<file path="src/rtl/freq_measure_if.sv">
// Measurement-sequencer bundle: edge/freeze in, published frequency word and flags out.
// Pure wiring; no latency or backpressure of its own.
interface freq_measure_if #(
    parameter int unsigned BIT_SIZE = 20
);
    logic                rise_edge;
    logic                freeze;
    logic [BIT_SIZE-1:0] frequency;
    logic                valid;
    logic                busy;
    logic                no_signal;
    logic                overrange;

    modport master (
        output rise_edge, freeze,
        input  frequency, valid, busy, no_signal, overrange
    );

    modport slave (
        input  rise_edge, freeze,
        output frequency, valid, busy, no_signal, overrange
    );
endinterface

</file>
<file path="src/rtl/freq_measure_ctrl.sv">
// Averages 2^AVG_LOG2 input periods, divides CLK_FREQ<<AVG_LOG2 by the count; valid 34 clocks after the final edge.
// No backpressure: freeze only gates the next start. FREQ_ROUND_EN selects round-to-nearest division.
module freq_measure_ctrl #(
    parameter int unsigned CLK_FREQ       = 50_000_000,
    parameter int unsigned AVG_LOG2       = 2,
    parameter int unsigned BIT_SIZE       = 20,
    parameter int unsigned TIMEOUT_CYCLES = 50_000_000
) (
    input  logic          clk,
    input  logic          rst,
    freq_measure_if.slave meas
);
    typedef enum logic [2:0] {
        S_IDLE,
        S_WAIT_FIRST,
        S_MEASURE,
        S_DIVIDE,
        S_UPDATE
    } state_t;

    localparam int unsigned   EW           = AVG_LOG2 + 1;
    localparam logic [EW-1:0] EDGE_LAST    = EW'((1 << AVG_LOG2) - 1);
    localparam logic [31:0]   DIVIDEND     = 32'(CLK_FREQ << AVG_LOG2);
    localparam logic [31:0]   TIMEOUT_LAST = 32'(TIMEOUT_CYCLES - 1);
    localparam logic [31:0]   FREQ_MAX     = 32'((64'd1 << BIT_SIZE) - 64'd1);

    state_t              state_q, state_d;
    logic [31:0]         timeout_q, timeout_d;
    logic [31:0]         sum_q, sum_d;
    logic [EW-1:0]       edges_q, edges_d;
    logic [31:0]         divisor_q, divisor_d;
    logic [31:0]         dq_q, dq_d;
    logic [31:0]         rem_q, rem_d;
    logic [4:0]          bit_cnt_q, bit_cnt_d;
    logic                timed_out_q, timed_out_d;
    logic [BIT_SIZE-1:0] freq_q, freq_d;
    logic                valid_q, valid_d;
    logic                no_signal_q, no_signal_d;
    logic                overrange_q, overrange_d;

    logic [32:0] trial;
    logic [32:0] diff;
    logic [31:0] load_dividend;
    logic        timeout_hit;

    always_ff @(posedge clk or posedge rst) begin
        if (rst) begin
            state_q     <= S_IDLE;
            timeout_q   <= '0;
            sum_q       <= '0;
            edges_q     <= '0;
            divisor_q   <= '0;
            dq_q        <= '0;
            rem_q       <= '0;
            bit_cnt_q   <= '0;
            timed_out_q <= 1'b0;
            freq_q      <= '0;
            valid_q     <= 1'b0;
            no_signal_q <= 1'b0;
            overrange_q <= 1'b0;
        end else begin
            state_q     <= state_d;
            timeout_q   <= timeout_d;
            sum_q       <= sum_d;
            edges_q     <= edges_d;
            divisor_q   <= divisor_d;
            dq_q        <= dq_d;
            rem_q       <= rem_d;
            bit_cnt_q   <= bit_cnt_d;
            timed_out_q <= timed_out_d;
            freq_q      <= freq_d;
            valid_q     <= valid_d;
            no_signal_q <= no_signal_d;
            overrange_q <= overrange_d;
        end
    end

    always_comb begin
        state_d     = state_q;
        timeout_d   = timeout_q;
        sum_d       = sum_q;
        edges_d     = edges_q;
        divisor_d   = divisor_q;
        dq_d        = dq_q;
        rem_d       = rem_q;
        bit_cnt_d   = bit_cnt_q;
        timed_out_d = timed_out_q;
        freq_d      = freq_q;
        valid_d     = 1'b0;
        no_signal_d = no_signal_q;
        overrange_d = overrange_q;

        // dq_q shifts dividend bits out of the top while quotient bits enter at the bottom
        trial = {rem_q, dq_q[31]};
        diff  = trial - {1'b0, divisor_q};
`ifdef FREQ_ROUND_EN
        load_dividend = DIVIDEND + ((sum_q + 32'd1) >> 1);
`else
        load_dividend = DIVIDEND;
`endif
        timeout_hit = (timeout_q == TIMEOUT_LAST);

        case (state_q)
            S_IDLE: begin
                if (!meas.freeze) begin
                    state_d     = S_WAIT_FIRST;
                    timeout_d   = '0;
                    sum_d       = '0;
                    edges_d     = '0;
                    timed_out_d = 1'b0;
                end
            end
            S_WAIT_FIRST: begin
                timeout_d = timeout_q + 32'd1;
                if (timeout_hit) begin
                    state_d     = S_UPDATE;
                    timed_out_d = 1'b1;
                end else if (meas.rise_edge) begin
                    state_d = S_MEASURE;
                    sum_d   = '0;
                    edges_d = '0;
                end
            end
            S_MEASURE: begin
                timeout_d = timeout_q + 32'd1;
                sum_d     = sum_q + 32'd1;
                if (timeout_hit) begin
                    state_d     = S_UPDATE;
                    timed_out_d = 1'b1;
                end else if (meas.rise_edge) begin
                    if (edges_q == EDGE_LAST) begin
                        // count includes the closing edge's cycle, so it equals 2^AVG_LOG2 periods
                        divisor_d = sum_q + 32'd1;
                        dq_d      = load_dividend;
                        rem_d     = '0;
                        bit_cnt_d = '0;
                        state_d   = S_DIVIDE;
                    end else begin
                        edges_d = edges_q + EW'(1);
                    end
                end
            end
            S_DIVIDE: begin
                if (!diff[32]) begin
                    rem_d = diff[31:0];
                    dq_d  = {dq_q[30:0], 1'b1};
                end else begin
                    rem_d = trial[31:0];
                    dq_d  = {dq_q[30:0], 1'b0};
                end
                bit_cnt_d = bit_cnt_q + 5'd1;
                if (bit_cnt_q == 5'd31) begin
                    state_d = S_UPDATE;
                end
            end
            S_UPDATE: begin
                valid_d = 1'b1;
                state_d = S_IDLE;
                if (timed_out_q) begin
                    freq_d      = '0;
                    no_signal_d = 1'b1;
                    overrange_d = 1'b0;
                end else if (dq_q > FREQ_MAX) begin
                    freq_d      = '1;
                    no_signal_d = 1'b0;
                    overrange_d = 1'b1;
                end else begin
                    freq_d      = dq_q[BIT_SIZE-1:0];
                    no_signal_d = 1'b0;
                    overrange_d = 1'b0;
                end
            end
            default: begin
                state_d = S_IDLE;
            end
        endcase
    end

    assign meas.frequency = freq_q;
    assign meas.valid     = valid_q;
    assign meas.busy      = (state_q != S_IDLE);
    assign meas.no_signal = no_signal_q;
    assign meas.overrange = overrange_q;
endmodule

</file>
<file path="src/flat_wrapper.sv">
// flat-port wrapper written by rule: the top's interface ports become plain ports
module freq_measure_ctrl_flat 
#(
    parameter int unsigned CLK_FREQ       = 50_000_000,
    parameter int unsigned AVG_LOG2       = 2,
    parameter int unsigned BIT_SIZE       = 20,
    parameter int unsigned TIMEOUT_CYCLES = 50_000_000
)
  (clk, rst, meas_rise_edge, meas_freeze, meas_frequency, meas_valid, meas_busy, meas_no_signal, meas_overrange);
  freq_measure_if #(.BIT_SIZE(BIT_SIZE)) meas_i ();
  input  logic clk;
  input  logic rst;
  input wire logic [$bits(meas_i.rise_edge)-1:0] meas_rise_edge;
  input wire logic [$bits(meas_i.freeze)-1:0] meas_freeze;
  output wire logic [$bits(meas_i.frequency)-1:0] meas_frequency;
  output wire logic [$bits(meas_i.valid)-1:0] meas_valid;
  output wire logic [$bits(meas_i.busy)-1:0] meas_busy;
  output wire logic [$bits(meas_i.no_signal)-1:0] meas_no_signal;
  output wire logic [$bits(meas_i.overrange)-1:0] meas_overrange;
  assign meas_i.rise_edge = meas_rise_edge;
  assign meas_i.freeze = meas_freeze;
  assign meas_frequency = meas_i.frequency;
  assign meas_valid = meas_i.valid;
  assign meas_busy = meas_i.busy;
  assign meas_no_signal = meas_i.no_signal;
  assign meas_overrange = meas_i.overrange;
  freq_measure_ctrl #(.CLK_FREQ(CLK_FREQ), .AVG_LOG2(AVG_LOG2), .BIT_SIZE(BIT_SIZE), .TIMEOUT_CYCLES(TIMEOUT_CYCLES)) u_core (.clk(clk), .rst(rst), .meas(meas_i));
endmodule
</file>
<file path="config.mk">
export PLATFORM = sky130hd
export DESIGN_NAME = freq_measure_ctrl_flat
export DESIGN_NICKNAME = d
export VERILOG_FILES = /design/src/rtl/freq_measure_if.sv /design/src/rtl/freq_measure_ctrl.sv /design/src/flat_wrapper.sv
export SDC_FILE = /design/constraint.sdc
export NUM_CORES = 1
export LEC_CHECK = 0
export CORE_MARGIN = 4
export CORE_UTILIZATION = 35
export CTS_BUF_LIST = sky130_fd_sc_hd__clkbuf_4
export CTS_CLUSTER_DIAMETER = 120
export DETAILED_ROUTE_END_ITERATION = 16
export RECOVER_POWER = 25
export SETUP_SLACK_MARGIN = 0.3
export SYNTH_ARGS = -nofsm -noshare
export SYNTH_HDL_FRONTEND = slang
export SYNTH_SLANG_ARGS = --single-unit
</file>
<file path="constraint.sdc">
create_clock -name clk -period 8.77 [get_ports clk]
set_clock_uncertainty 0.15 [all_clocks]
set_input_delay 2.1925 -clock clk [delete_from_list [all_inputs] [get_ports clk]]
set_output_delay 2.1925 -clock clk [all_outputs]
set_load 0.01 [all_outputs]
</file>
==> results of run 1 <==
## state kept, by name (all words and copies together), names as in the netlist
| register | flops |
|---|---|
| u_core.bit_cnt_q | 5 |
| u_core.divisor_q | 32 |
| u_core.meas.frequency | 20 |
| u_core.sum_q | 32 |
| u_core.state_q | 3 |
| u_core.edges_q | 3 |
| u_core.timed_out_q | 1 |
| u_core.dq_q | 32 |
| u_core.timeout_q | 32 |
| u_core.rem_q | 32 |
| u_core.meas.valid | 1 |
| u_core.meas.no_signal | 1 |
| u_core.meas.overrange | 1 |
## cell usage in the layout (no fill, tap or decap), types with 27 or more instances in the layout
master,synthesis,routed
a21oi_1,48,48
dfrtp_1,195,195
ha_1,38,38
inv_1,65,64
mux2i_1,28,28
nand2_1,155,155
nand3_1,41,41
nor2_1,80,79
o21ai_0,117,117
o21ai_1,27,27
xnor2_1,33,33
xor2_1,43,43
## power breakdown
group / switching, uW / total (uW) / internal [uW]
Combinational: 1110 / 1860 / 748
Clock: 332 / 456 / 123
Sequential: 142 / 1270 / 1130
## per-layer routing
layer	GRT usage [%]	part of all wire, %	vias to the layer above
met2	22.7	47	58
met1	19.6	50	3921
met5	0	0.058	-
met4	3.51	1.2	2
li1	-	-	4086
met3	2.50	1.8	23
## Yosys cell counts (4+ instances only)
cell type	number
a211oi_1	6
a21o_1	5
a21oi_1	48
a22o_1	9
a22oi_1	8
a31oi_1	13
and3_1	20
buf_2	12
clkbuf_1	43
dfrtp_1	195
ha_1	38
inv_1	65
mux2i_1	28
nand2_1	155
nand2b_1	12
nand3_1	41
nand4_1	21
nor2_1	80
nor3_1	6
nor4_1	7
o21ai_0	117
o21ai_1	27
o22a_1	6
o22ai_1	14
o311ai_0	21
o31ai_1	15
or2_2	4
or3_1	8
xnor2_1	33
xor2_1	43
## cell families after synthesis
group           Yosys count
xor+xnor                 77
fa+ha+maj                39
mux                      29
compound gates          316
flops                   195
buf+inv                 124
simple gates            381
## worst min path at each step
stage / endpoint / depth (start not counted) / from / slack, ns
global placement: u_core.meas.overrange / 2 / u_core.meas.overrange / 0.31
CTS: u_core.meas.overrange / 2 / u_core.meas.overrange / 0.35
detailed placement: u_core.meas.overrange / 2 / u_core.meas.overrange / 0.31
finish: u_core.meas.overrange / 2 / u_core.meas.overrange / 0.34
global route: u_core.meas.overrange / 2 / u_core.meas.overrange / 0.39
floorplan: u_core.timeout_q[31] / 1 / u_core.timeout_q[31] / 0.30
## stage by stage
| stage | power (uW) | utilization [%] | hold slack (ns) |
|---|---|---|---|
| final | 3580 | 38.5 | 0.344 |
| after global routing | 3920 | 38.5 | 0.390 |
| after CTS | 3620 | 38.6 | 0.349 |
| after detailed placement | 3160 | 37.7 | 0.313 |
| after global placement | 3120 | 37.7 | 0.311 |
| after floorplan | 2770 | - | 0.299 |
## cell type report
cell class	instances	area, um^2	area share, %
Clock buffer	18	135	1.18
Multi-Input combinational cell	842	5220	45.6
Inverter	65	251	2.20
Tap cell	390	488	4.26
Clock inverter	14	124	1.08
Antenna cell	1	2.50	0.0219
Timing Repair Buffer	38	345	3.02
Sequential cell	195	4880	42.6
## worst max-delay path, cell delays in order (launching register included)
cell and delay, ns:
dfrtp_1 0.60, or3_1 0.50, clkdlybuf4s50_1 0.50
==> flow_summary.ini, run 1 <==
[logic_synthesis]
synth_top_area_share_pct = 46.1
synthSimpleGateAreaFrac_pct = 16.9
synth.yosys.seq_area_share_pct = 46.1
synth_flop_cell = dfrtp_1
ys_seq_elements = 195
muxShareOfSynthArea_pct = 2.75
synth_top_family_by_area = compound AO/OA/AOI/OAI gates
synth_compound_area_share_pct = 18.4
synth.area.top_cells = dfrtp_1, o21ai_0, nand2_1, ha_1, xor2_1
syn_inst = 1161
synth_adder_area_share_pct = 4.68
synth_cell_types = 66
synth.avg_cell_area_um2 = 9.12
syn_area_mm2 = 0.0106
synth_xor_area_share_pct = 6.44
synth_edf_count = 0
synth_nets = 1204
async_flop_share_pct = 100
synth_warnings = 0
netlist.top_cell.by_area = dfrtp_1

[detailed_routing]
routed_via_density = 5.18
ant_nets = 0
routed_wl_um = 22600
drc = 0
detail_route.wl_per_cell_um = 14.4
vias = 8090
dr.pass1.iters = 4
drt-initial-drc-count = 584

[setup_path]
rrSetupSlack_ns = 4.92
r2r_end = u_core.divisor_q[19]
reg2reg_depth = 10
endpoint_kind = output pin
path_max_fanout = 16
r2r-start = u_core.timeout_q[0]
worstSetupPathType = reg2out
setup.worst_path.end = meas_busy
cp-startpoint = u_core.state_q[2]
worstPathRequired_ns = 6.43
startpoint_type = register
cp.arrival_ns = 2.21

[timing]
tightest_slew_ns = 1.74
setup-violations-final = 0
fin_crit_sh_pct = 51.9
max_clock_freq_ghz = 0.220
worst_slack_ns = 4.22
tns_ns = 0
slew_violations = 88
rsz0062_at_grt = false
hold_viol = 0
min_period_ns = 4.55
relSlewSlack_pct = -16.0

[floorplan]
die_area_mm2 = 0.0331
die_w_um = 182
num_io_pins = 28
start_util_pct = 35.6
die_y_um = 182
rows = 63
core_mm2 = 0.0297

[min_path]
min_path_type = reg2reg

[placement]
gp_congestion = 0.813
io_buffers = 27
post-place-ws_ns = 4.08
dp_cells = 1530
dp_hpwl_um = 15100
postPlaceCellArea_mm2 = 0.0112

[job]
maxCapViolations = 2

[clocking]
cts.clk_slew.worst_paths_ns = 0.17
h-tree-depth = 4
cts_buffer_depth = 2
post_cts_buffers = 0
cts_tree = done
clock_sinks = 195
ctsResizeCount = 0
clkLatencyLatePin_ns = 0.61
postCtsHoldBufs = 0
clockRootBuffer = clkbuf_4
cts_buffers = 17

[run_status]
status = complete, but fails checks
violations = max-capacitance violations, max-slew violations

[final_layout]
drive_above_1_share_pct = 5.38
fin_nets = 1202
fill_cells = 3002
finalInstanceArea_mm2 = 0.0114
final_cell_count_no_fill = 1563
syn2layout_area_growth_pct = 8.09

[grt]
antenna_found_initial = 2
track_usage_pct = 14.0
grt_pass1_wl_um = 39400
grt_pass1_vias = 7940
grt-ovfl-total = 0
grt_max_degree = 141

[power]
ir_drop_mv = 0.195
p_leak_uw = 0.00502
power_density_mw_per_mm2 = 313
No activity file was read; power rests on OpenSTA's default activity.
==> run 2, diff against run 1 <==
==> constraint.sdc (replaced) <==
create_clock -name clk -period 4.5 [get_ports clk]
set_clock_uncertainty 0.15 [all_clocks]
set_input_delay 1.125 -clock clk [delete_from_list [all_inputs] [get_ports clk]]
set_output_delay 1.125 -clock clk [all_outputs]
set_load 0.01 [all_outputs]
==> run 2 against run 1 <==
Effect of this change:
- non-clock buffer count rose by 5
- first-iteration DRC count fell by 13%
- clock power rose by 120%
- cell count rose by 0.38%
- setup slack got worse by 3.2 ns
- cell area rose by 0.88%
- worst hold slack improved by 0.0030 ns
- largest cell class unchanged
- critical path depth rose by 12
- utilization rose by 0.34 points
- die area did not move
- the flow still finishes with violations (max-capacitance violations, max-slew violations)
==> flow_summary.ini, run 2 (synthesis gave the netlist of run 1 again) <==
[run_status]
status = complete, but fails checks
violations = max-capacitance violations, max-slew violations

[job]
maxCapViolations = 2

[power]
p_clk_share_pct = 13.8
p_sw_uw = 3140
p_leak_uw = 0.00507
p_seq_share_pct = 35.0
power_density_mw_per_mm2 = 616
comb_power_share_pct = 51.2
p_sw_share_pct = 44.0
ir_drop_mv = 0.335
intPower_uw = 3980

[setup_path]
crit_slowest_cell = fa_1
startpoint_type = register
worstSetupPathType = reg2reg
cp_slowest_stage_delay_ns = 0.42
path_max_fanout = 17
worstPathRequired_ns = 4.80
cp.arrival_ns = 3.80
endpoint_kind = register
cpMostUsedCell = inv_1
crit_chain = inv_1, ha_1, inv_1, fa_1, a211oi_1, nor3_2, o2111ai_1, a21oi_1, nor4_2, a211oi_4, xor2_4, buf_4, mux2i_1, o21ai_1

[clocking]
cts_buffers = 17
postCtsHoldBufs = 0
h-tree-depth = 4
clkLatencyLatePin_ns = 0.63
clock_sinks = 195
post_cts_buffers = 0
clockRootBuffer = clkbuf_4
cts.clk_slew.worst_paths_ns = 0.17
ctsResizeCount = 0
cts_tree = done
cts_buffer_depth = 2

[placement]
postPlaceCellArea_mm2 = 0.0113
io_buffers = 27
gp_congestion = 0.829
dp_cells = 1535
dp_hpwl_um = 15900

[detailed_routing]
vias = 8213
routed_via_density = 5.23
detail_route.wl_per_cell_um = 14.6
dr.pass1.iters = 5
routed_wl_um = 23000
drt-initial-drc-count = 508
ant_nets = 0
drc = 0

[floorplan]
start_util_pct = 35.6
die_area_mm2 = 0.0331
num_io_pins = 28
die_y_um = 182
core_mm2 = 0.0297
die_w_um = 182
rows = 63

[final_layout]
final_cell_mix = dfrtp_1, nand2_1, o21ai_0
drive_above_1_share_pct = 5.52
final_common_cell = dfrtp_1
fin_nets = 1207
syn2layout_area_growth_pct = 9.05
fill_cells = 2934
finalInstanceArea_mm2 = 0.0115
final_cell_count_no_fill = 1569

[grt]
grt-ovfl-total = 0
track_usage_pct = 14.1
grt_pass1_wl_um = 39600
grt_pass1_vias = 7958
grt_max_degree = 68
antenna_found_initial = 2

[timing]
max_clock_freq_ghz = 0.286
tightest_slew_ns = 1.87
tns_ns = 0
setup-violations-final = 0
hold_viol = 0
relSlewSlack_pct = -25.0
fin_crit_sh_pct = 77.7
rsz0062_at_grt = false
slew_violations = 83
min_period_ns = 3.50

[min_path]
min_path_type = reg2reg
-- run 2: cell types whose count changed in the layout (fill, tap and decap cells not counted), moves of 2 or more --
| cell | previous run | this run |
|---|---|---|
| clkbuf_1 | 2 | 4 |
| clkinv_8 | 2 | 4 |
| clkinv_4 | 1 | 4 |
| inv_6 | 4 | 1 |
| buf_12 | 0 | 3 |
| clkinvlp_4 | 3 | 1 |
-- run 2: path summary, 6_finish.rpt --
| path | startpoint | end | slack [ns] | cells after the start |
|---|---|---|---|---|
| hold / removal | u_core.divisor_q[11] | u_core.divisor_q[11] | 0.35 | 2 |
| setup reg to reg | u_core.dq_q[31] | u_core.rem_q[17] | 1.00 | 14 |
| min in group asynchronous | rst | u_core.timeout_q[4] | 1.24 | 2 |
| max in group asynchronous | rst | u_core.sum_q[26] | 1.29 | 3 |
| hold reg to reg | u_core.divisor_q[11] | u_core.divisor_q[11] | 0.35 | 2 |
| setup / recovery | u_core.dq_q[31] | u_core.rem_q[17] | 1.00 | 14 |
-- run 2: power by group through the flow --
stage               logic [uW]  registers [uW]  clock network, uW
floorplan                 2970            2440                  0
global placement          3630            2510                  0
detailed placement        3680            2520                  0
CTS                       3690            2490               1020
global route              4080            2550               1090
finish                    3650            2490                983
-- run 2: layer usage --
layer / GRT usage (%) / part of all wire (%) / vias to the layer above
li1: - / - / 4120
met1: 19.8 / 50 / 3996
met2: 22.8 / 47 / 79
met3: 2.50 / 2.4 / 16
met4: 3.42 / 1.1 / 2
met5: 0 / 0.048 / -
-- run 2: stage by stage --
stage | hold WS, ns | setup WS [ns] | total power [uW] | utilization (%)
3_5_place_dp | 0.317 | 0.946 | 6200 | 37.9
3_3_place_gp | 0.312 | 1.00 | 6140 | 37.9
6_report | 0.347 | 1.00 | 7120 | 38.9
2_1_floorplan | 0.299 | 0.707 | 5400 | -
5_1_grt | 0.371 | 0.672 | 7720 | 38.9
4_1_cts | 0.354 | 0.972 | 7190 | 38.9
-- run 2: cell type report --
class,count,area (um^2),share of cell area [%]
tap,390,488,4.22
antenna,2,5.00,0.0433
clock inverter,15,178,1.54
clock buffer,17,128,1.10
sequential,195,4880,42.2
timing repair buffer,43,413,3.57
inverter,65,245,2.12
multi-input combinational,842,5210,45.1
-- run 2: critical path, delay by kind of cell (launching register included) --
| family | cells | cell delay [ns] |
|---|---|---|
| compound gates | 5 | 0.86 |
| xor+xnor | 1 | 0.16 |
| mux | 1 | 0.24 |
| simple gates | 2 | 0.44 |
| buf+inv | 3 | 0.46 |
| flops | 1 | 0.41 |
| fa+ha+maj | 2 | 0.59 |
==> run 3, diff against run 2 <==
==> constraint.sdc (replaced) <==
create_clock -name clk -period 2.9 [get_ports clk]
set_clock_uncertainty 0.15 [all_clocks]
set_input_delay 0.725 -clock clk [delete_from_list [all_inputs] [get_ports clk]]
set_output_delay 0.725 -clock clk [all_outputs]
set_load 0.01 [all_outputs]
==> run 3 against run 2 <==
Effect of this change:
- the flow finishes with violations (max-capacitance violations, max-slew violations, negative setup slack)
- clock power increased by 60%
- cell area increased by 9.7%
- cell count increased by 6.9%
- critical path depth unchanged
- sequential share of layout area decreased by 3.6 points
- first-iteration DRC count increased by 2.0%
- sequential cell count unchanged
- setup slack got worse by 1.1 ns
- via count increased by 5.2%
- largest cell class unchanged
- largest power group unchanged
==> flow_summary.ini, run 3 (synthesis gave the netlist of run 1 again) <==
[floorplan]
start_util_pct = 35.6
core_mm2 = 0.0297
die_w_um = 182
die_area_mm2 = 0.0331
num_io_pins = 28
rows = 63
die_y_um = 182

[final_layout]
drive_above_1_share_pct = 17.5
seqCellArea_mm2 = 0.00489
final_util_pct = 42.6
multi_input_area_mm2 = 0.00545
final_cell_count_no_fill = 1677
final_cell_mix = dfrtp_1, nand2_1, o21ai_0, buf_4, nor2_1
fin_nets = 1316
final_common_cell = dfrtp_1
fill_cells = 2860
syn2layout_area_growth_pct = 19.6

[setup_path]
endpoint_kind = register
cp.arrival_ns = 3.41
crit_slowest_cell = dfrtp_1
startpoint_type = register
crit_chain = inv_2, ha_4, inv_2, fa_2, a211oi_4, nor3_2, o2111ai_1, a21oi_1, nor4_2, a211oi_4, xor2_4, buf_12, mux2i_1, o21ai_1
path_max_fanout = 18
r2r-start = u_core.dq_q[31]
cp_slowest_stage_delay_ns = 0.42
worstSetupPathType = reg2reg
cpLargestDelayFamily = compound AO/OA/AOI/OAI gates
cp-startpoint = u_core.dq_q[31]
worstPathRequired_ns = 3.27
cp_num_buf_inv = 3

[detailed_routing]
routed_wl_um = 24500
dr.pass1.iters = 5
routed_via_density = 5.15
ant_nets = 0
drt-initial-drc-count = 518
detail_route.wl_per_cell_um = 14.6
vias = 8637
drc = 0

[clocking]
clkLatencyLatePin_ns = 0.62
clockRootBuffer = clkbuf_4
clock_sinks = 195
cts_buffer_depth = 2
cts.clk_slew.worst_paths_ns = 0.18
cts_tree = done
cts_buffers = 17
h-tree-depth = 4

[run_status]
violations = max-capacitance violations, max-slew violations, negative setup slack
status = complete, but fails checks

[timing]
worst_slack_ns = -0.140
hold_slack_ns = 0.348
rsz0062_at_grt = true
hold_viol = 0
relSlewSlack_pct = -19.8
slew_violations = 74
min_period_ns = 3.04
max_clock_freq_ghz = 0.329
fin_crit_sh_pct = 105
tightest_slew_ns = 1.80
setup-violations-final = 32

[min_path]
min_path_type = reg2reg
holdCritStartpoint = u_core.meas.overrange

[job]
maxCapViolations = 1

[power]
power_density_mw_per_mm2 = 995
p_leak_uw = 0.00566
ir_drop_mv = 0.495

[grt]
grt_pass1_vias = 8437
grt_max_degree = 89
antenna_found_initial = 1
grt_pass1_wl_um = 41900
grt-ovfl-total = 0
track_usage_pct = 15.0

[placement]
dp_cells = 1627
io_buffers = 27
gp_congestion = 0.823
dp_hpwl_um = 16700
run 3: cell count changes in the layout (fill, tap and decap cells not counted), moves of 3 or more:
cell	before	now
buf_4	9	115
clkinv_4	4	0
dfrtp_1	195	186
a211oi_1	7	4
and3_1	20	17
inv_6	1	5
nor2_2	0	4
clkbuf_1	4	0
dfrtp_2	0	9
nor2_1	80	75
run 3: area by class of cell:
cell class	count	share of cell area, %
multi-input combinational	842	43.0
sequential	195	38.6
timing repair buffer	152	10.1
tap	390	3.85
inverter	65	1.94
clock inverter	15	1.45
clock buffer	17	1.01
antenna	1	0.0198
run 3: what timing repair did:
item                                    in CTS  in global routing
gates cloned                                 1                  0
endpoints found under the setup margin      62                110
hold buffers                                 0                  0
resized for setup                           24                 28
endpoints found under the hold margin        0                  0
setup buffers                                6                 10
pin swaps                                    4                  3
run 3: metrics by stage:
| stage | power [uW] | setup WS [ns] | setup TNS, ns | area [um^2] |
|---|---|---|---|---|
| 4_1_cts | 12600 | -0.169 | -3.87 | 12500 |
| 3_5_place_dp | 10700 | -0.141 | -3.46 | 12000 |
| 3_3_place_gp | 10600 | -0.0922 | -2.24 | 12000 |
| 6_report | 12600 | -0.140 | -3.05 | 12700 |
| 5_1_grt | 13700 | -0.316 | -8.08 | 12700 |
| 2_1_floorplan | 8460 | -0.493 | -96.21 | 10600 |
run 3: per-layer routing:
layer,wire length (um),track usage (%)
met1,12300,21.2
met3,560,2.28
met5,0,0
met2,11300,24.0
met4,330,3.96
run 3: where the power goes:
group | leakage, uW | internal [uW] | total, uW | switching, uW
Clock | 0.000164 | 480 | 1570 | 1090
Sequential | 0.00248 | 3410 | 3820 | 411
Combinational | 0.00301 | 3390 | 7210 | 3820
run 3: worst min-delay path, stage by stage, from the launching register on:
cell	delay (ns)
dfrtp_1	0.38
nand2_1	0.05
nand2_1	0.05
run 3: worst paths after layout:
path,to,slack (ns),cells after the start
worst min-delay path,u_core.meas.overrange,0.35,2
min in group asynchronous,u_core.timeout_q[4],0.70,3
worst max register to register,u_core.rem_q[8],-0.14,14
max in group asynchronous,u_core.rem_q[28],0.46,3
worst min register to register,u_core.meas.overrange,0.35,2
worst max-delay path,u_core.rem_q[8],-0.14,14
